===== src/rtl/tally_reporter.sv =====
// Tally reporter: on request, snapshots four 8-bit candidate tallies and
// sends them as a 6-byte UART 8N1 frame: 0xA5, cand1..cand4, checksum.
// The checksum is the modulo-256 sum of the snapshot tallies.
module tally_reporter #(
  parameter int unsigned CLKS_PER_BIT = 10
) (
  input  logic       clock,
  input  logic       reset,
  input  logic       start,
  input  logic [7:0] cand1_votes,
  input  logic [7:0] cand2_votes,
  input  logic [7:0] cand3_votes,
  input  logic [7:0] cand4_votes,
  output logic       tx,
  output logic       busy,
  output logic       done
);

  typedef enum logic [1:0] {
    IDLE      = 2'd0,
    START_BIT = 2'd1,
    DATA_BITS = 2'd2,
    STOP_BIT  = 2'd3
  } state_t;

  localparam int unsigned      CNT_W   = (CLKS_PER_BIT > 1) ? $clog2(CLKS_PER_BIT) : 1;
  localparam logic [CNT_W-1:0] CNT_MAX = CNT_W'(CLKS_PER_BIT - 1);
  localparam logic [CNT_W-1:0] CNT_ONE = CNT_W'(1);
  localparam logic [CNT_W-1:0] CNT_ZERO = CNT_W'(0);

  // Modulo-256 sum of the four snapshot tallies.
  function automatic logic [7:0] checksum8(input logic [7:0] a, input logic [7:0] b,
                                           input logic [7:0] c, input logic [7:0] d);
    logic [7:0] sum;
    sum = a + b + c + d;
    return sum;
  endfunction

  state_t           state_r;
  logic [2:0]       byte_idx_r;
  logic [2:0]       bit_idx_r;
  logic [CNT_W-1:0] cnt_r;
  logic [7:0]       snap1_r;
  logic [7:0]       snap2_r;
  logic [7:0]       snap3_r;
  logic [7:0]       snap4_r;
  logic             tx_r;
  logic             busy_r;
  logic             done_r;

  logic [7:0]       checksum_s;
  logic [7:0]       cur_byte_s;
  logic [2:0]       next_bit_s;
  logic             bit_end_s;

  assign checksum_s = checksum8(snap1_r, snap2_r, snap3_r, snap4_r);
  assign next_bit_s = bit_idx_r + 3'd1;
  assign bit_end_s  = (cnt_r == CNT_MAX);

  // Select the frame byte addressed by the current byte index.
  always_comb begin
    cur_byte_s = 8'h00;
    case (byte_idx_r)
      3'd0:    cur_byte_s = 8'hA5;
      3'd1:    cur_byte_s = snap1_r;
      3'd2:    cur_byte_s = snap2_r;
      3'd3:    cur_byte_s = snap3_r;
      3'd4:    cur_byte_s = snap4_r;
      3'd5:    cur_byte_s = checksum_s;
      default: cur_byte_s = 8'h00;
    endcase
  end

  // Frame sequencer; tx/busy/done are registered alongside the state so the
  // line level always reflects the bit currently being held.
  always_ff @(posedge clock) begin
    if (reset) begin
      state_r    <= IDLE;
      byte_idx_r <= 3'd0;
      bit_idx_r  <= 3'd0;
      cnt_r      <= CNT_ZERO;
      snap1_r    <= 8'h00;
      snap2_r    <= 8'h00;
      snap3_r    <= 8'h00;
      snap4_r    <= 8'h00;
      tx_r       <= 1'b1;
      busy_r     <= 1'b0;
      done_r     <= 1'b0;
    end else begin
      done_r <= 1'b0;
      case (state_r)
        IDLE: begin
          tx_r   <= 1'b1;
          busy_r <= 1'b0;
          cnt_r  <= CNT_ZERO;
          if (start) begin
            snap1_r    <= cand1_votes;
            snap2_r    <= cand2_votes;
            snap3_r    <= cand3_votes;
            snap4_r    <= cand4_votes;
            byte_idx_r <= 3'd0;
            bit_idx_r  <= 3'd0;
            state_r    <= START_BIT;
            tx_r       <= 1'b0;
            busy_r     <= 1'b1;
          end
        end
        START_BIT: begin
          if (bit_end_s) begin
            cnt_r     <= CNT_ZERO;
            bit_idx_r <= 3'd0;
            tx_r      <= cur_byte_s[0];
            state_r   <= DATA_BITS;
          end else begin
            cnt_r <= cnt_r + CNT_ONE;
          end
        end
        DATA_BITS: begin
          if (bit_end_s) begin
            cnt_r <= CNT_ZERO;
            if (bit_idx_r == 3'd7) begin
              tx_r    <= 1'b1;
              state_r <= STOP_BIT;
            end else begin
              bit_idx_r <= next_bit_s;
              tx_r      <= cur_byte_s[next_bit_s];
            end
          end else begin
            cnt_r <= cnt_r + CNT_ONE;
          end
        end
        STOP_BIT: begin
          if (bit_end_s) begin
            cnt_r <= CNT_ZERO;
            if (byte_idx_r == 3'd5) begin
              state_r <= IDLE;
              tx_r    <= 1'b1;
              busy_r  <= 1'b0;
              done_r  <= 1'b1;
            end else begin
              byte_idx_r <= byte_idx_r + 3'd1;
              tx_r       <= 1'b0;
              state_r    <= START_BIT;
            end
          end else begin
            cnt_r <= cnt_r + CNT_ONE;
          end
        end
        default: begin
          state_r <= IDLE;
          tx_r    <= 1'b1;
          busy_r  <= 1'b0;
        end
      endcase
    end
  end

  assign tx   = tx_r;
  assign busy = busy_r;
  assign done = done_r;

endmodule


===== config.mk =====
export PLATFORM = sky130hd
export DESIGN_NAME = tally_reporter
export DESIGN_NICKNAME = d
export VERILOG_FILES = /design/src/rtl/tally_reporter.sv
export SDC_FILE = /design/constraint.sdc
export NUM_CORES = 1
export LEC_CHECK = 0
export ABC_AREA = 0
export BUFFER_PORTS_ARGS = -buffer_cell sky130_fd_sc_hd__buf_2
export CORE_MARGIN = 2
export CORE_UTILIZATION = 55
export CTS_CLUSTER_DIAMETER = 50
export DETAILED_ROUTE_END_ITERATION = 8
export PLACE_DENSITY_LB_ADDON = 0.25
export SETUP_SLACK_MARGIN = 0.02
export SKIP_LAST_GASP = 1
export SLEW_MARGIN = 20
export SYNTH_ARGS = -nofsm -noshare
export SYNTH_HDL_FRONTEND = slang
export SYNTH_SLANG_ARGS = --single-unit
export TNS_END_PERCENT = 5

===== constraint.sdc =====
create_clock -name clock -period 4.05 [get_ports clock]
set_input_delay 0.81 -clock clock [delete_from_list [all_inputs] [get_ports clock]]
set_output_delay 0.81 -clock clock [all_outputs]
set_load 0.05 [all_outputs]

==> flow_summary.html, run 1 <==
<table>
<tr><th>Metric</th><th>Value</th></tr>
<tr><th colspan="2">Cells and area</th></tr>
<tr><td>Number of diodes added for antenna fixing</td><td>0</td></tr>
<tr><td>Count of non-filler cells in the finished layout</td><td>472</td></tr>
<tr><td>Layout cell share with drive strength beyond 1</td><td>13.43%</td></tr>
<tr><td>Area of all placed cells without fillers</td><td>3291 um2</td></tr>
<tr><td>Post-layout net count</td><td>471</td></tr>
<tr><td>Area added between synthesis and finish</td><td>9.904%</td></tr>
<tr><td>Fill cell instance count of the final layout</td><td>459</td></tr>
<tr><th colspan="2">Routing</th></tr>
<tr><td>Detailed-router iteration count before antenna repair</td><td>5</td></tr>
<tr><td>Number of remaining DRC errors</td><td>0</td></tr>
<tr><td>Routed via count divided by cell count</td><td>5.587</td></tr>
<tr><td>Post-route ant nets</td><td>0</td></tr>
<tr><td>Routed len/inst</td><td>14.42 um</td></tr>
<tr><td>Detailed-route via count</td><td>2637</td></tr>
<tr><td>Wire length after detailed routing</td><td>6807 um</td></tr>
<tr><td>Initial detailed-routing violation count</td><td>186</td></tr>
<tr><th colspan="2">Die</th></tr>
<tr><td>Total Die Area</td><td>6050 um2</td></tr>
<tr><td># IOs</td><td>38</td></tr>
<tr><td>Standard-cell row count</td><td>26</td></tr>
<tr><td>Die X</td><td>77.78 um</td></tr>
<tr><td>Die height</td><td>77.78 um</td></tr>
<tr><td>Initial Utilization</td><td>57.89%</td></tr>
<tr><td>Area inside the core boundary</td><td>5172 um2</td></tr>
<tr><th colspan="2">Timing</th></tr>
<tr><td>Worst slew slack as a fraction of its limit</td><td>44.80%</td></tr>
<tr><td>Min cycle time layout</td><td>3.354 ns</td></tr>
<tr><td>Final Max Slew Viols</td><td>0</td></tr>
<tr><td>Final Hold Violating Endpoints</td><td>0</td></tr>
<tr><td>Maximum clock frequency</td><td>298.2 MHz</td></tr>
<tr><td>Post-route setup TNS</td><td>0 ns</td></tr>
<tr><td>Final worst-path setup slack</td><td>0.6962 ns</td></tr>
<tr><td>Clock Skews</td><td>0.004691 ns</td></tr>
<tr><td>Setup repair after global routing missed its margin</td><td>false</td></tr>
<tr><td>Share of the clock period used by the worst path after layout</td><td>82.81%</td></tr>
<tr><td>Final Setup Violations</td><td>0</td></tr>
<tr><td>Worst Max-Slew Pin Slew</td><td>0.8280 ns</td></tr>
<tr><th colspan="2">Power</th></tr>
<tr><td>Switching share of power</td><td>40.06%</td></tr>
<tr><td>Part of the power in the clock network</td><td>19.7%</td></tr>
<tr><td>Sw power</td><td>0.0006860 W</td></tr>
<tr><td>Maximum resistive drop on vdd</td><td>0.0002967 V</td></tr>
<tr><td>Cell internal pwr</td><td>0.001026 W</td></tr>
<tr><td>P_leak</td><td>1.322 nW</td></tr>
<tr><td>Share of total power in combinational logic</td><td>44.1%</td></tr>
<tr><td>Fraction of power consumed by sequential logic</td><td>36.2%</td></tr>
<tr><td>Cell Pwr Density</td><td>520.4 nW/um2</td></tr>
<tr><td>Power Total</td><td>0.001712 W</td></tr>
<tr><th colspan="2">Placed design</th></tr>
<tr><td>Pre-CTS worst setup slack</td><td>0.7497 ns</td></tr>
<tr><td>Port Buf Inserts</td><td>37</td></tr>
<tr><td>Placed insts</td><td>465</td></tr>
<tr><td>Post-DP Area</td><td>3184 um2</td></tr>
<tr><td>Final HPWL from detailed placement</td><td>5029 um</td></tr>
<tr><td>Final estimated routing congestion in global placement</td><td>0.9182</td></tr>
<tr><th colspan="2">Setup path</th></tr>
<tr><td>Largest fanout on the critical path</td><td>3</td></tr>
<tr><td>Cell count of the worst reg-to-reg path</td><td>13</td></tr>
<tr><td>Critical Path, Cell by Cell</td><td>fa_1 &gt; inv_1 &gt; fa_1 &gt; inv_1 &gt; ha_1 &gt; inv_1 &gt; fa_1 &gt; xnor2_1 &gt; a221o_1 &gt; a221oi_1 &gt; o22ai_2 &gt; o311ai_1 &gt; a31oi_1</td></tr>
<tr><td>Number of buffer and inverter stages on the critical path</td><td>3</td></tr>
<tr><td>Setup crit start kind</td><td>flop</td></tr>
<tr><td>Kind of cell with the highest combined delay on the critical path</td><td>adder cells</td></tr>
<tr><td>Register-to-Register Setup Slack</td><td>0.70 ns</td></tr>
<tr><td>Delay of the slowest cell on the worst path</td><td>0.55 ns</td></tr>
<tr><td>Critical-path top delay cell</td><td>sky130_fd_sc_hd__fa_1</td></tr>
<tr><td>Critical Path Source</td><td>snap1_r[1]</td></tr>
<tr><td>Source of the worst register-to-register timing path</td><td>snap1_r[1]</td></tr>
<tr><td>Arrival time worst endpoint</td><td>3.53 ns</td></tr>
<tr><td>CP Capture Type</td><td>flop</td></tr>
<tr><td>Endpoint of the most critical register-to-register path</td><td>tx</td></tr>
<tr><td>Critical Path End</td><td>tx</td></tr>
<tr><td>Depth of the critical timing path with buffers and inverters included</td><td>13</td></tr>
<tr><td>Critical Setup Path Class</td><td>flop to flop</td></tr>
<tr><td>Critical path required time</td><td>4.23 ns</td></tr>
<tr><th colspan="2">Clock tree</th></tr>
<tr><td>Hold-fix buffers at CTS</td><td>0</td></tr>
<tr><td>Clk root buf</td><td>sky130_fd_sc_hd__clkbuf_8</td></tr>
<tr><td>Worst-case clock buffer depth</td><td>2</td></tr>
<tr><td>Resize count post-CTS</td><td>0</td></tr>
<tr><td># H-tree levels</td><td>2</td></tr>
<tr><td>Number of clock sinks seen by CTS</td><td>47</td></tr>
<tr><td>Clk slew on worst S/H paths</td><td>0.08 ns</td></tr>
<tr><td>Worst skew pair latency</td><td>0.30 ns</td></tr>
<tr><td>Number of buffers added by the clock tree synthesis step</td><td>5</td></tr>
<tr><td>TritonCTS clock tree</td><td>built</td></tr>
<tr><td>Total setup buffers inserted after CTS</td><td>0</td></tr>
<tr><th colspan="2">Yosys</th></tr>
<tr><td>Avg Inst Size Synth</td><td>7.942 um2</td></tr>
<tr><td>Async set or reset register ratio after synthesis</td><td>0%</td></tr>
<tr><td>Most numerous cell in the Yosys netlist</td><td>sky130_fd_sc_hd__nand2_1</td></tr>
<tr><td>Share of Yosys cell area claimed by the top area cell type</td><td>31.42%</td></tr>
<tr><td>Number of distinct library cell variants in the gate-level netlist after synthesis</td><td>50</td></tr>
<tr><td>Number of standard cells after synthesis</td><td>377</td></tr>
<tr><td>Most instantiated cells after synthesis</td><td>83 x sky130_fd_sc_hd__nand2_1, 47 x sky130_fd_sc_hd__a21oi_1, 47 x sky130_fd_sc_hd__dfxtp_1, 37 x sky130_fd_sc_hd__inv_1, 20 x sky130_fd_sc_hd__ha_1</td></tr>
<tr><td>Number of synthesized flops with an enable pin</td><td>0</td></tr>
<tr><td>Top area cells in the synthesized netlist</td><td>sky130_fd_sc_hd__dfxtp_1 31%, sky130_fd_sc_hd__nand2_1 10%, sky130_fd_sc_hd__fa_1 9.4%, sky130_fd_sc_hd__ha_1 8.4%, sky130_fd_sc_hd__a21oi_1 7.9%</td></tr>
<tr><td>Share of the yosys chip area belonging to registers</td><td>31.42%</td></tr>
<tr><td>Post-synth net total</td><td>446</td></tr>
<tr><td>Leading area contributor after synthesis</td><td>sky130_fd_sc_hd__dfxtp_1</td></tr>
<tr><td>Yosys Warn Count</td><td>0</td></tr>
<tr><td>Netlist Area Pre-Place</td><td>2994 um2</td></tr>
<tr><td>Post-synthesis sequential element count</td><td>47</td></tr>
<tr><td>Top flip-flop cell by instance count after synthesis</td><td>sky130_fd_sc_hd__dfxtp_1</td></tr>
<tr><th colspan="2">Global route</th></tr>
<tr><td>Maximum number of pins on one net before global-route repair</td><td>46</td></tr>
<tr><td>Remaining global-route overflow</td><td>0</td></tr>
<tr><td>Met2 Use GR</td><td>38.02%</td></tr>
<tr><td>Gr usage total</td><td>24.01%</td></tr>
<tr><td>First-pass GRT wire length</td><td>11740 um</td></tr>
<tr><td>Routing usage on met3</td><td>5.698%</td></tr>
<tr><td>Number of global-route vias before repair</td><td>2559</td></tr>
<tr><td>Highest-utilization routing layer at the global route stage</td><td>met2</td></tr>
<tr><td>Number of antenna violations at the first check in global routing</td><td>0</td></tr>
<tr><td>Met1 routing resource usage after global routing</td><td>32.72%</td></tr>
<tr><th colspan="2">Min path</th></tr>
<tr><td>Cells on Worst Hold Path</td><td>2</td></tr>
<tr><td>Worst Hold Class</td><td>flop to flop</td></tr>
<tr><th colspan="2">Run status</th></tr>
<tr><td>Result of the run</td><td>complete, no violations</td></tr>
<tr><th colspan="2">Flow run</th></tr>
<tr><td># Max-Cap Violations</td><td>0</td></tr>
</table>
power groups by stage:
stage               sequential (W)  clock (W)  combinational (W)
finish                    0.000620   0.000337           0.000756
detailed placement        0.000630          0           0.000754
global route              0.000631   0.000365           0.000865
floorplan                 0.000632          0           0.000580
global placement          0.000624          0           0.000733
CTS                       0.000619   0.000343           0.000761
worst min path at each step:
stage / from / end / slack [ns]
global placement: cnt_r[0] / cnt_r[0] / 0.45
floorplan: cnt_r[0] / cnt_r[0] / 0.43
global route: snap2_r[2] / snap2_r[2] / 0.50
CTS: snap1_r[2] / snap1_r[2] / 0.48
finish: snap1_r[2] / snap1_r[2] / 0.48
detailed placement: snap1_r[2] / snap1_r[2] / 0.46
placed cells by master (no fill, tap or decap), types with 4 or more instances in the layout:
master and n:
sky130_fd_sc_hd__xnor2_1 6, sky130_fd_sc_hd__o211ai_1 5, sky130_fd_sc_hd__fa_1 14, sky130_fd_sc_hd__nand2b_1 5
sky130_fd_sc_hd__and3_1 4, sky130_fd_sc_hd__o21ai_0 7, sky130_fd_sc_hd__inv_1 37, sky130_fd_sc_hd__a22oi_1 5
sky130_fd_sc_hd__a21oi_1 47, sky130_fd_sc_hd__nor2_1 18, sky130_fd_sc_hd__a211oi_1 5, sky130_fd_sc_hd__dfxtp_1 47
sky130_fd_sc_hd__clkbuf_8 5, sky130_fd_sc_hd__a221oi_1 4, sky130_fd_sc_hd__ha_1 20, sky130_fd_sc_hd__buf_2 37
sky130_fd_sc_hd__nand3_1 6, sky130_fd_sc_hd__nand2_1 83
tightest hold or removal path, stage by stage, from the launching register on:
cell and delay [ns]:
sky130_fd_sc_hd__dfxtp_1 0.33, sky130_fd_sc_hd__nand2_1 0.06, sky130_fd_sc_hd__a21oi_1 0.05
area by class of cell:
class	instances	area (um2)	share of cell area [%]
timing repair buffer	39	200.2	6.084
tap	70	87.58	2.662
multi-input combinational	271	1813	55.10
sequential	47	940.9	28.59
clock inverter	2	37.54	1.141
clock buffer	5	68.82	2.091
inverter	38	142.6	4.335
per-stage QoR:
step / hold WS, ns / utilization (%)
after floorplan: 0.4334 / -
after global placement: 0.4491 / 61.56
after detailed placement: 0.4647 / 61.56
after CTS: 0.4771 / 63.62
after global routing: 0.4988 / 63.62
final: 0.4796 / 63.62
kinds of logic (layout without fill, tap and decap cells):
| kind of cell | Yosys count | in the layout | synth area share (%) |
|---|---|---|---|
| AND/OR/NAND/NOR | 131 | 131 | 18.85 |
| AO/OA/AOI/OAI | 96 | 96 | 20.94 |
| buffers and inverters | 59 | 84 | 8.023 |
| flip-flops | 47 | 47 | 31.42 |
| adder cells (fa/ha/maj) | 34 | 34 | 17.72 |
| XOR/XNOR | 8 | 8 | 2.340 |
| multiplexers | 2 | 2 | 0.7104 |
state kept, by name, summed over array words and instances (netlist names), 2 cells and up:
name,count
state_r,2
snap4_r,8
snap2_r,8
snap1_r,8
bit_idx_r,3
byte_idx_r,3
snap3_r,8
cnt_r,4
metal layers:
layer	vias up	share of wire (%)
li1	1314	-
met1	1234	46
met2	78	46
met3	11	7.3
met4	0	1.3
met5	-	0
(Power assumes the default switching activity.)
==> inputs of run 2 (changes only) <==
--- a/config.mk
+++ b/config.mk
@@ -8,7 +8,7 @@
 export ABC_AREA = 0
 export BUFFER_PORTS_ARGS = -buffer_cell sky130_fd_sc_hd__buf_2
 export CORE_MARGIN = 2
-export CORE_UTILIZATION = 55
+export CORE_UTILIZATION = 53
 export CTS_CLUSTER_DIAMETER = 50
 export DETAILED_ROUTE_END_ITERATION = 8
 export PLACE_DENSITY_LB_ADDON = 0.25
==> constraint.sdc (replaced) <==
create_clock -name clock -period 2.8 [get_ports clock]
set_input_delay 0.56 -clock clock [delete_from_list [all_inputs] [get_ports clock]]
set_output_delay 0.56 -clock clock [all_outputs]
set_load 0.05 [all_outputs]
==> flow_summary.html, run 2 (synthesis results as in run 1) <==
<table>
<tr><th>Metric</th><th>Value</th></tr>
<tr><th colspan="2">Global route</th></tr>
<tr><td>First-pass GRT wire length</td><td>12610 um</td></tr>
<tr><td>Remaining global-route overflow</td><td>0</td></tr>
<tr><td>Number of global-route vias before repair</td><td>2716</td></tr>
<tr><td>Gr usage total</td><td>25.65%</td></tr>
<tr><td>Maximum number of pins on one net before global-route repair</td><td>46</td></tr>
<tr><td>Number of antenna violations at the first check in global routing</td><td>0</td></tr>
<tr><th colspan="2">Clock tree</th></tr>
<tr><td>Number of buffers added by the clock tree synthesis step</td><td>5</td></tr>
<tr><td>Worst-case clock buffer depth</td><td>2</td></tr>
<tr><td># H-tree levels</td><td>2</td></tr>
<tr><td>TritonCTS clock tree</td><td>built</td></tr>
<tr><td>Total setup buffers inserted after CTS</td><td>0</td></tr>
<tr><td>Number of clock sinks seen by CTS</td><td>47</td></tr>
<tr><td>Worst skew pair latency</td><td>0.30 ns</td></tr>
<tr><td>Clk slew on worst S/H paths</td><td>0.09 ns</td></tr>
<tr><td>Clk root buf</td><td>sky130_fd_sc_hd__clkbuf_8</td></tr>
<tr><th colspan="2">Die</th></tr>
<tr><td>Total Die Area</td><td>6266 um2</td></tr>
<tr><td># IOs</td><td>38</td></tr>
<tr><td>Die X</td><td>79.16 um</td></tr>
<tr><td>Standard-cell row count</td><td>27</td></tr>
<tr><td>Area inside the core boundary</td><td>5473 um2</td></tr>
<tr><td>Initial Utilization</td><td>54.71%</td></tr>
<tr><td>Die height</td><td>79.16 um</td></tr>
<tr><th colspan="2">Timing</th></tr>
<tr><td>Hold WS</td><td>0.4750 ns</td></tr>
<tr><td>Clock Skews</td><td>0.004870 ns</td></tr>
<tr><td>Maximum clock frequency</td><td>317.2 MHz</td></tr>
<tr><td>Final Max Slew Viols</td><td>0</td></tr>
<tr><td>Final Setup Violations</td><td>1</td></tr>
<tr><td>Worst Max-Slew Pin Slew</td><td>0.8449 ns</td></tr>
<tr><td>Final Hold Violating Endpoints</td><td>0</td></tr>
<tr><td>Share of the clock period used by the worst path after layout</td><td>112.6%</td></tr>
<tr><td>Setup repair after global routing missed its margin</td><td>true</td></tr>
<tr><td>Min cycle time layout</td><td>3.152 ns</td></tr>
<tr><td>Worst slew slack as a fraction of its limit</td><td>43.68%</td></tr>
<tr><td>Final worst-path setup slack</td><td>-0.3523 ns</td></tr>
<tr><th colspan="2">Routing</th></tr>
<tr><td>Initial detailed-routing violation count</td><td>216</td></tr>
<tr><td>Detailed-route via count</td><td>2697</td></tr>
<tr><td>Number of remaining DRC errors</td><td>0</td></tr>
<tr><td>Wire length after detailed routing</td><td>7418 um</td></tr>
<tr><td>Routed len/inst</td><td>15.02 um</td></tr>
<tr><td>Post-route ant nets</td><td>0</td></tr>
<tr><td>Routed via count divided by cell count</td><td>5.460</td></tr>
<tr><td>Detailed-router iteration count before antenna repair</td><td>4</td></tr>
<tr><th colspan="2">Setup path</th></tr>
<tr><td>Source of the worst register-to-register timing path</td><td>snap1_r[1]</td></tr>
<tr><td>Critical Path Source</td><td>snap1_r[1]</td></tr>
<tr><td>CP Capture Type</td><td>flop</td></tr>
<tr><td>Largest fanout on the critical path</td><td>2</td></tr>
<tr><td>Setup crit start kind</td><td>flop</td></tr>
<tr><td>Critical-path top delay cell</td><td>sky130_fd_sc_hd__fa_1</td></tr>
<tr><td>Delay of the slowest cell on the worst path</td><td>0.53 ns</td></tr>
<tr><td>Cell count of the worst reg-to-reg path</td><td>13</td></tr>
<tr><td>Critical Path, Cell by Cell</td><td>fa_1 &gt; inv_1 &gt; fa_1 &gt; inv_1 &gt; ha_2 &gt; inv_1 &gt; fa_2 &gt; xnor2_1 &gt; a221o_1 &gt; a221oi_2 &gt; o22ai_2 &gt; o311ai_2 &gt; a31oi_1</td></tr>
<tr><td>Critical Setup Path Class</td><td>flop to flop</td></tr>
<tr><td>Critical path required time</td><td>2.98 ns</td></tr>
<tr><td>Arrival time worst endpoint</td><td>3.34 ns</td></tr>
<tr><td>Most numerous cell on the critical path</td><td>sky130_fd_sc_hd__inv_1</td></tr>
<tr><th colspan="2">Power</th></tr>
<tr><td>Cell internal pwr</td><td>0.001478 W</td></tr>
<tr><td>Share of total power in combinational logic</td><td>48.6%</td></tr>
<tr><td>P_leak</td><td>1.417 nW</td></tr>
<tr><td>Part of the power in the clock network</td><td>16.1%</td></tr>
<tr><td>Sw power</td><td>0.001035 W</td></tr>
<tr><td>Switching share of power</td><td>41.18%</td></tr>
<tr><td>Fraction of power consumed by sequential logic</td><td>35.3%</td></tr>
<tr><td>Maximum resistive drop on vdd</td><td>0.0003479 V</td></tr>
<tr><td>Cell Pwr Density</td><td>730.2 nW/um2</td></tr>
<tr><th colspan="2">Cells and area</th></tr>
<tr><td>Area added between synthesis and finish</td><td>14.92%</td></tr>
<tr><td>Post-layout net count</td><td>490</td></tr>
<tr><td>Count of non-filler cells in the finished layout</td><td>494</td></tr>
<tr><td>Register cell area after layout</td><td>942.2 um2</td></tr>
<tr><td>Area of all placed cells without fillers</td><td>3441 um2</td></tr>
<tr><td>Number of diodes added for antenna fixing</td><td>0</td></tr>
<tr><td>Fill cell instance count of the final layout</td><td>517</td></tr>
<tr><td>Most common library cell in the layout ignoring fill and taps</td><td>sky130_fd_sc_hd__nand2_1</td></tr>
<tr><td>Layout cell share with drive strength beyond 1</td><td>18.72%</td></tr>
<tr><td>Top library cells by usage in the layout, fill and taps aside</td><td>83 x sky130_fd_sc_hd__nand2_1, 46 x sky130_fd_sc_hd__a21oi_1, 46 x sky130_fd_sc_hd__dfxtp_1</td></tr>
<tr><td>Multi-input gate area in the final layout</td><td>1842 um2</td></tr>
<tr><th colspan="2">Placed design</th></tr>
<tr><td>Port Buf Inserts</td><td>37</td></tr>
<tr><td>Final HPWL from detailed placement</td><td>5491 um</td></tr>
<tr><td>Post-DP Area</td><td>3342 um2</td></tr>
<tr><td>Placed insts</td><td>486</td></tr>
<tr><td>Final estimated routing congestion in global placement</td><td>0.9239</td></tr>
<tr><th colspan="2">Min path</th></tr>
<tr><td>Worst Hold Class</td><td>flop to flop</td></tr>
<tr><td>Cells on Worst Hold Path</td><td>1</td></tr>
<tr><td>Hold path startpoint</td><td>cnt_r[0]</td></tr>
<tr><th colspan="2">Flow run</th></tr>
<tr><td># Max-Cap Violations</td><td>0</td></tr>
<tr><th colspan="2">Run status</th></tr>
<tr><td>Violations in the final reports</td><td>setup timing</td></tr>
<tr><td>Result of the run</td><td>finished with violations</td></tr>
</table>
## run 2: what timing repair did
action                                  in CTS  in global routing
gates resized for setup                      2                  2
endpoints found under the setup margin       1                  1
pin swaps                                    5                  3
hold buffers                                 0                  0
## run 2: power groups by stage
stage / Combinational [W] / Clock (W) / Sequential (W)
floorplan: 0.000844 / 0 / 0.000914
CTS: 0.00122 / 0.000412 / 0.000886
global placement: 0.00118 / 0 / 0.000894
finish: 0.00122 / 0.000404 / 0.000886
detailed placement: 0.00121 / 0 / 0.000901
global route: 0.00138 / 0.000441 / 0.000903
## run 2: final cells by class
type,instances,share of cell area (%)
clock buffer,7,2.218
clock inverter,1,0.1455
inverter,38,4.145
multi-input combinational,271,53.53
sequential,47,27.38
tap,72,2.618
timing repair buffer,58,9.964
## run 2: metal layers
| metal | wire length [um] | global-route usage, % | vias up |
|---|---|---|---|
| met5 | 0 | 0 | - |
| met4 | 161 | 9.655 | 0 |
| met3 | 442 | 4.773 | 12 |
| met2 | 3613 | 42.54 | 93 |
| met1 | 3200 | 33.21 | 1243 |
| li1 | - | - | 1349 |
## run 2: worst paths after layout
kind | slack, ns | end
setup / recovery | -0.35 | tx
hold / removal | 0.48 | cnt_r[0]
setup reg to reg | -0.35 | tx
hold reg to reg | 0.48 | cnt_r[0]
## run 2: critical path, delay by kind of cell (launching register included)
kind            cells  cell delay [ns]
compound gates      5             0.90
xor+xnor            1             0.13
fa+ha+maj           4             1.49
buf+inv             3             0.17
flops               1             0.34
## run 2: through the flow
step	util (%)	setup TNS, ns	setup WS [ns]	power [W]
floorplan	-	-0.1873	-0.1873	0.001758
global placement	61.07	-0.2627	-0.2627	0.002070
detailed placement	61.07	-0.3513	-0.3513	0.002113
CTS	62.62	-0.3436	-0.3436	0.002516
global route	62.87	-0.4800	-0.4800	0.002725
finish	62.87	-0.3523	-0.3523	0.002512
==> inputs of run 3 (changes only) <==
--- a/config.mk
+++ b/config.mk
@@ -12,6 +12,7 @@
 export CTS_CLUSTER_DIAMETER = 50
 export DETAILED_ROUTE_END_ITERATION = 8
 export PLACE_DENSITY_LB_ADDON = 0.25
+export REMOVE_ABC_BUFFERS = 1
 export SETUP_SLACK_MARGIN = 0.02
 export SKIP_LAST_GASP = 1
 export SLEW_MARGIN = 20
==> flow_summary.html, run 3 (synthesis results as in run 1) <==
<table>
<tr><th>Metric</th><th>Value</th></tr>
<tr><th colspan="2">Clock tree</th></tr>
<tr><td>Number of buffers added by the clock tree synthesis step</td><td>5</td></tr>
<tr><td>Worst skew pair latency</td><td>0.30 ns</td></tr>
<tr><td>Number of clock sinks seen by CTS</td><td>47</td></tr>
<tr><td>Clk root buf</td><td>sky130_fd_sc_hd__clkbuf_8</td></tr>
<tr><td># H-tree levels</td><td>2</td></tr>
<tr><td>TritonCTS clock tree</td><td>built</td></tr>
<tr><td>Clk slew on worst S/H paths</td><td>0.08 ns</td></tr>
<tr><td>Worst-case clock buffer depth</td><td>2</td></tr>
<tr><th colspan="2">Flow run</th></tr>
<tr><td># Max-Cap Violations</td><td>0</td></tr>
<tr><th colspan="2">Setup path</th></tr>
<tr><td>Register-to-Register Setup Slack</td><td>-0.43 ns</td></tr>
<tr><td>CP Capture Type</td><td>flop</td></tr>
<tr><td>Largest fanout on the critical path</td><td>2</td></tr>
<tr><td>Setup crit start kind</td><td>flop</td></tr>
<tr><td>Cell count of the worst reg-to-reg path</td><td>13</td></tr>
<tr><td>Arrival time worst endpoint</td><td>3.40 ns</td></tr>
<tr><td>Critical Setup Path Class</td><td>flop to flop</td></tr>
<tr><td>Endpoint of the most critical register-to-register path</td><td>tx</td></tr>
<tr><td>Critical path required time</td><td>2.97 ns</td></tr>
<tr><td>Source of the worst register-to-register timing path</td><td>snap1_r[1]</td></tr>
<tr><th colspan="2">Timing</th></tr>
<tr><td>Final Setup Violations</td><td>1</td></tr>
<tr><td>Hold WS</td><td>0.4714 ns</td></tr>
<tr><td>Post-route setup TNS</td><td>-0.4283 ns</td></tr>
<tr><td>Final Hold Violating Endpoints</td><td>0</td></tr>
<tr><td>Worst Max-Slew Pin Slew</td><td>0.8298 ns</td></tr>
<tr><td>Clock Skews</td><td>0.008066 ns</td></tr>
<tr><td>Final Max Slew Viols</td><td>0</td></tr>
<tr><td>Min cycle time layout</td><td>3.228 ns</td></tr>
<tr><td>Share of the clock period used by the worst path after layout</td><td>115.3%</td></tr>
<tr><td>Worst slew slack as a fraction of its limit</td><td>44.68%</td></tr>
<tr><td>Final worst-path setup slack</td><td>-0.4283 ns</td></tr>
<tr><td>Setup repair after global routing missed its margin</td><td>true</td></tr>
<tr><td>Maximum clock frequency</td><td>309.8 MHz</td></tr>
<tr><th colspan="2">Cells and area</th></tr>
<tr><td>Top library cells by usage in the layout, fill and taps aside</td><td>83 x sky130_fd_sc_hd__nand2_1, 46 x sky130_fd_sc_hd__a21oi_1, 46 x sky130_fd_sc_hd__dfxtp_1</td></tr>
<tr><td>Layout cell share with drive strength beyond 1</td><td>19.72%</td></tr>
<tr><td>Most common library cell in the layout ignoring fill and taps</td><td>sky130_fd_sc_hd__nand2_1</td></tr>
<tr><td>Area added between synthesis and finish</td><td>16.34%</td></tr>
<tr><td>Count of non-filler cells in the finished layout</td><td>498</td></tr>
<tr><td>Post-layout net count</td><td>494</td></tr>
<tr><td>Number of diodes added for antenna fixing</td><td>0</td></tr>
<tr><th colspan="2">Routing</th></tr>
<tr><td>Initial detailed-routing violation count</td><td>148</td></tr>
<tr><td>Routed via count divided by cell count</td><td>5.398</td></tr>
<tr><td>Detailed-route via count</td><td>2688</td></tr>
<tr><td>Detailed-router iteration count before antenna repair</td><td>4</td></tr>
<tr><td>Wire length after detailed routing</td><td>6708 um</td></tr>
<tr><td>Number of remaining DRC errors</td><td>0</td></tr>
<tr><td>Post-route ant nets</td><td>0</td></tr>
<tr><td>Routed len/inst</td><td>13.47 um</td></tr>
<tr><th colspan="2">Power</th></tr>
<tr><td>Cell Pwr Density</td><td>722.0 nW/um2</td></tr>
<tr><td>Power Total</td><td>0.002515 W</td></tr>
<tr><td>Maximum resistive drop on vdd</td><td>0.0003676 V</td></tr>
<tr><td>P_leak</td><td>1.442 nW</td></tr>
<tr><th colspan="2">Die</th></tr>
<tr><td>Area inside the core boundary</td><td>5473 um2</td></tr>
<tr><td>Standard-cell row count</td><td>27</td></tr>
<tr><td>Total Die Area</td><td>6266 um2</td></tr>
<tr><td>Die X</td><td>79.16 um</td></tr>
<tr><td># IOs</td><td>38</td></tr>
<tr><td>Die height</td><td>79.16 um</td></tr>
<tr><td>Initial Utilization</td><td>54.71%</td></tr>
<tr><th colspan="2">Placed design</th></tr>
<tr><td>Port Buf Inserts</td><td>37</td></tr>
<tr><td>Placed insts</td><td>489</td></tr>
<tr><td>Final HPWL from detailed placement</td><td>4911 um</td></tr>
<tr><td>Final estimated routing congestion in global placement</td><td>0.8823</td></tr>
<tr><td>Pre-CTS worst setup slack</td><td>-0.4738 ns</td></tr>
<tr><th colspan="2">Global route</th></tr>
<tr><td>Maximum number of pins on one net before global-route repair</td><td>46</td></tr>
<tr><td>Remaining global-route overflow</td><td>0</td></tr>
<tr><td>First-pass GRT wire length</td><td>11460 um</td></tr>
<tr><td>Gr usage total</td><td>22.88%</td></tr>
<tr><td>Number of global-route vias before repair</td><td>2552</td></tr>
<tr><td>Number of antenna violations at the first check in global routing</td><td>0</td></tr>
<tr><th colspan="2">Min path</th></tr>
<tr><td>Cells on Worst Hold Path</td><td>1</td></tr>
<tr><td>Hold path startpoint</td><td>cnt_r[0]</td></tr>
<tr><td>Worst Hold Class</td><td>flop to flop</td></tr>
<tr><td>End point of the worst hold path</td><td>cnt_r[0]</td></tr>
<tr><th colspan="2">Run status</th></tr>
<tr><td>Violations in the final reports</td><td>setup timing</td></tr>
<tr><td>Result of the run</td><td>finished with violations</td></tr>
</table>
run 3: where the power goes:
group | switching, W | internal [W] | leakage (nW)
clock | 0.000222 | 0.000176 | 0.0422
sequential | 0.0000938 | 0.000785 | 0.385
combinational | 0.000699 | 0.000540 | 1.02
total | 0.00101 | 0.00150 | 1.44
run 3: timing repair:
| item | CTS | global route |
|---|---|---|
| pin swaps | 4 | 6 |
| setup endpoints to repair | 1 | 1 |
| hold buffers | 0 | 0 |
| gates resized for setup | 3 | 5 |
| hold endpoints to repair | 0 | 0 |
| setup buffers | 0 | 1 |
run 3: critical path, cell delays in order (launching register included):
cell	delay (ns)
sky130_fd_sc_hd__dfxtp_2	0.34
sky130_fd_sc_hd__fa_1	0.53
sky130_fd_sc_hd__inv_1	0.05
sky130_fd_sc_hd__fa_1	0.43
sky130_fd_sc_hd__inv_1	0.07
sky130_fd_sc_hd__ha_2	0.19
sky130_fd_sc_hd__inv_2	0.05
sky130_fd_sc_hd__fa_2	0.36
sky130_fd_sc_hd__xnor2_1	0.13
sky130_fd_sc_hd__a221o_1	0.30
sky130_fd_sc_hd__a221oi_2	0.25
sky130_fd_sc_hd__o22ai_2	0.15
sky130_fd_sc_hd__o311ai_2	0.12
sky130_fd_sc_hd__a31oi_1	0.14
run 3: final cells by class:
cell class / count / area [um2]
Clock inverter: 1 / 5.005
Inverter: 38 / 142.6
Clock buffer: 7 / 76.32
Multi-Input combinational cell: 271 / 1842
Tap cell: 72 / 90.09
Fill cell: 506 / 1989
Timing Repair Buffer: 62 / 385.4
Sequential cell: 47 / 942.2
run 3: stage by stage:
| step | instance area [um2] | utilization (%) |
|---|---|---|
| floorplan | 2897 | - |
| global placement | 3364 | 61.48 |
| detailed placement | 3364 | 61.48 |
| CTS | 3458 | 63.19 |
| global route | 3483 | 63.65 |
| finish | 3483 | 63.65 |
run 3: worst max path at each step:
stage,from,to,slack [ns],cells past startpoint
2_1_floorplan,snap1_r[1],tx,-0.27,13
3_3_place_gp,snap1_r[1],tx,-0.36,13
3_5_place_dp,snap1_r[1],tx,-0.47,13
4_1_cts,snap1_r[1],tx,-0.41,13
5_1_grt,snap1_r[1],tx,-0.57,13
6_report,snap1_r[1],tx,-0.43,13
run 3: layer usage:
layer | wire length [um] | GRT usage [%] | part of all wire [%]
met1 | 3122 | 29.29 | 47
met2 | 3291 | 40.25 | 49
met3 | 229 | 2.727 | 3.4
met5 | 0 | 0 | 0
met4 | 64 | 7.069 | 0.95
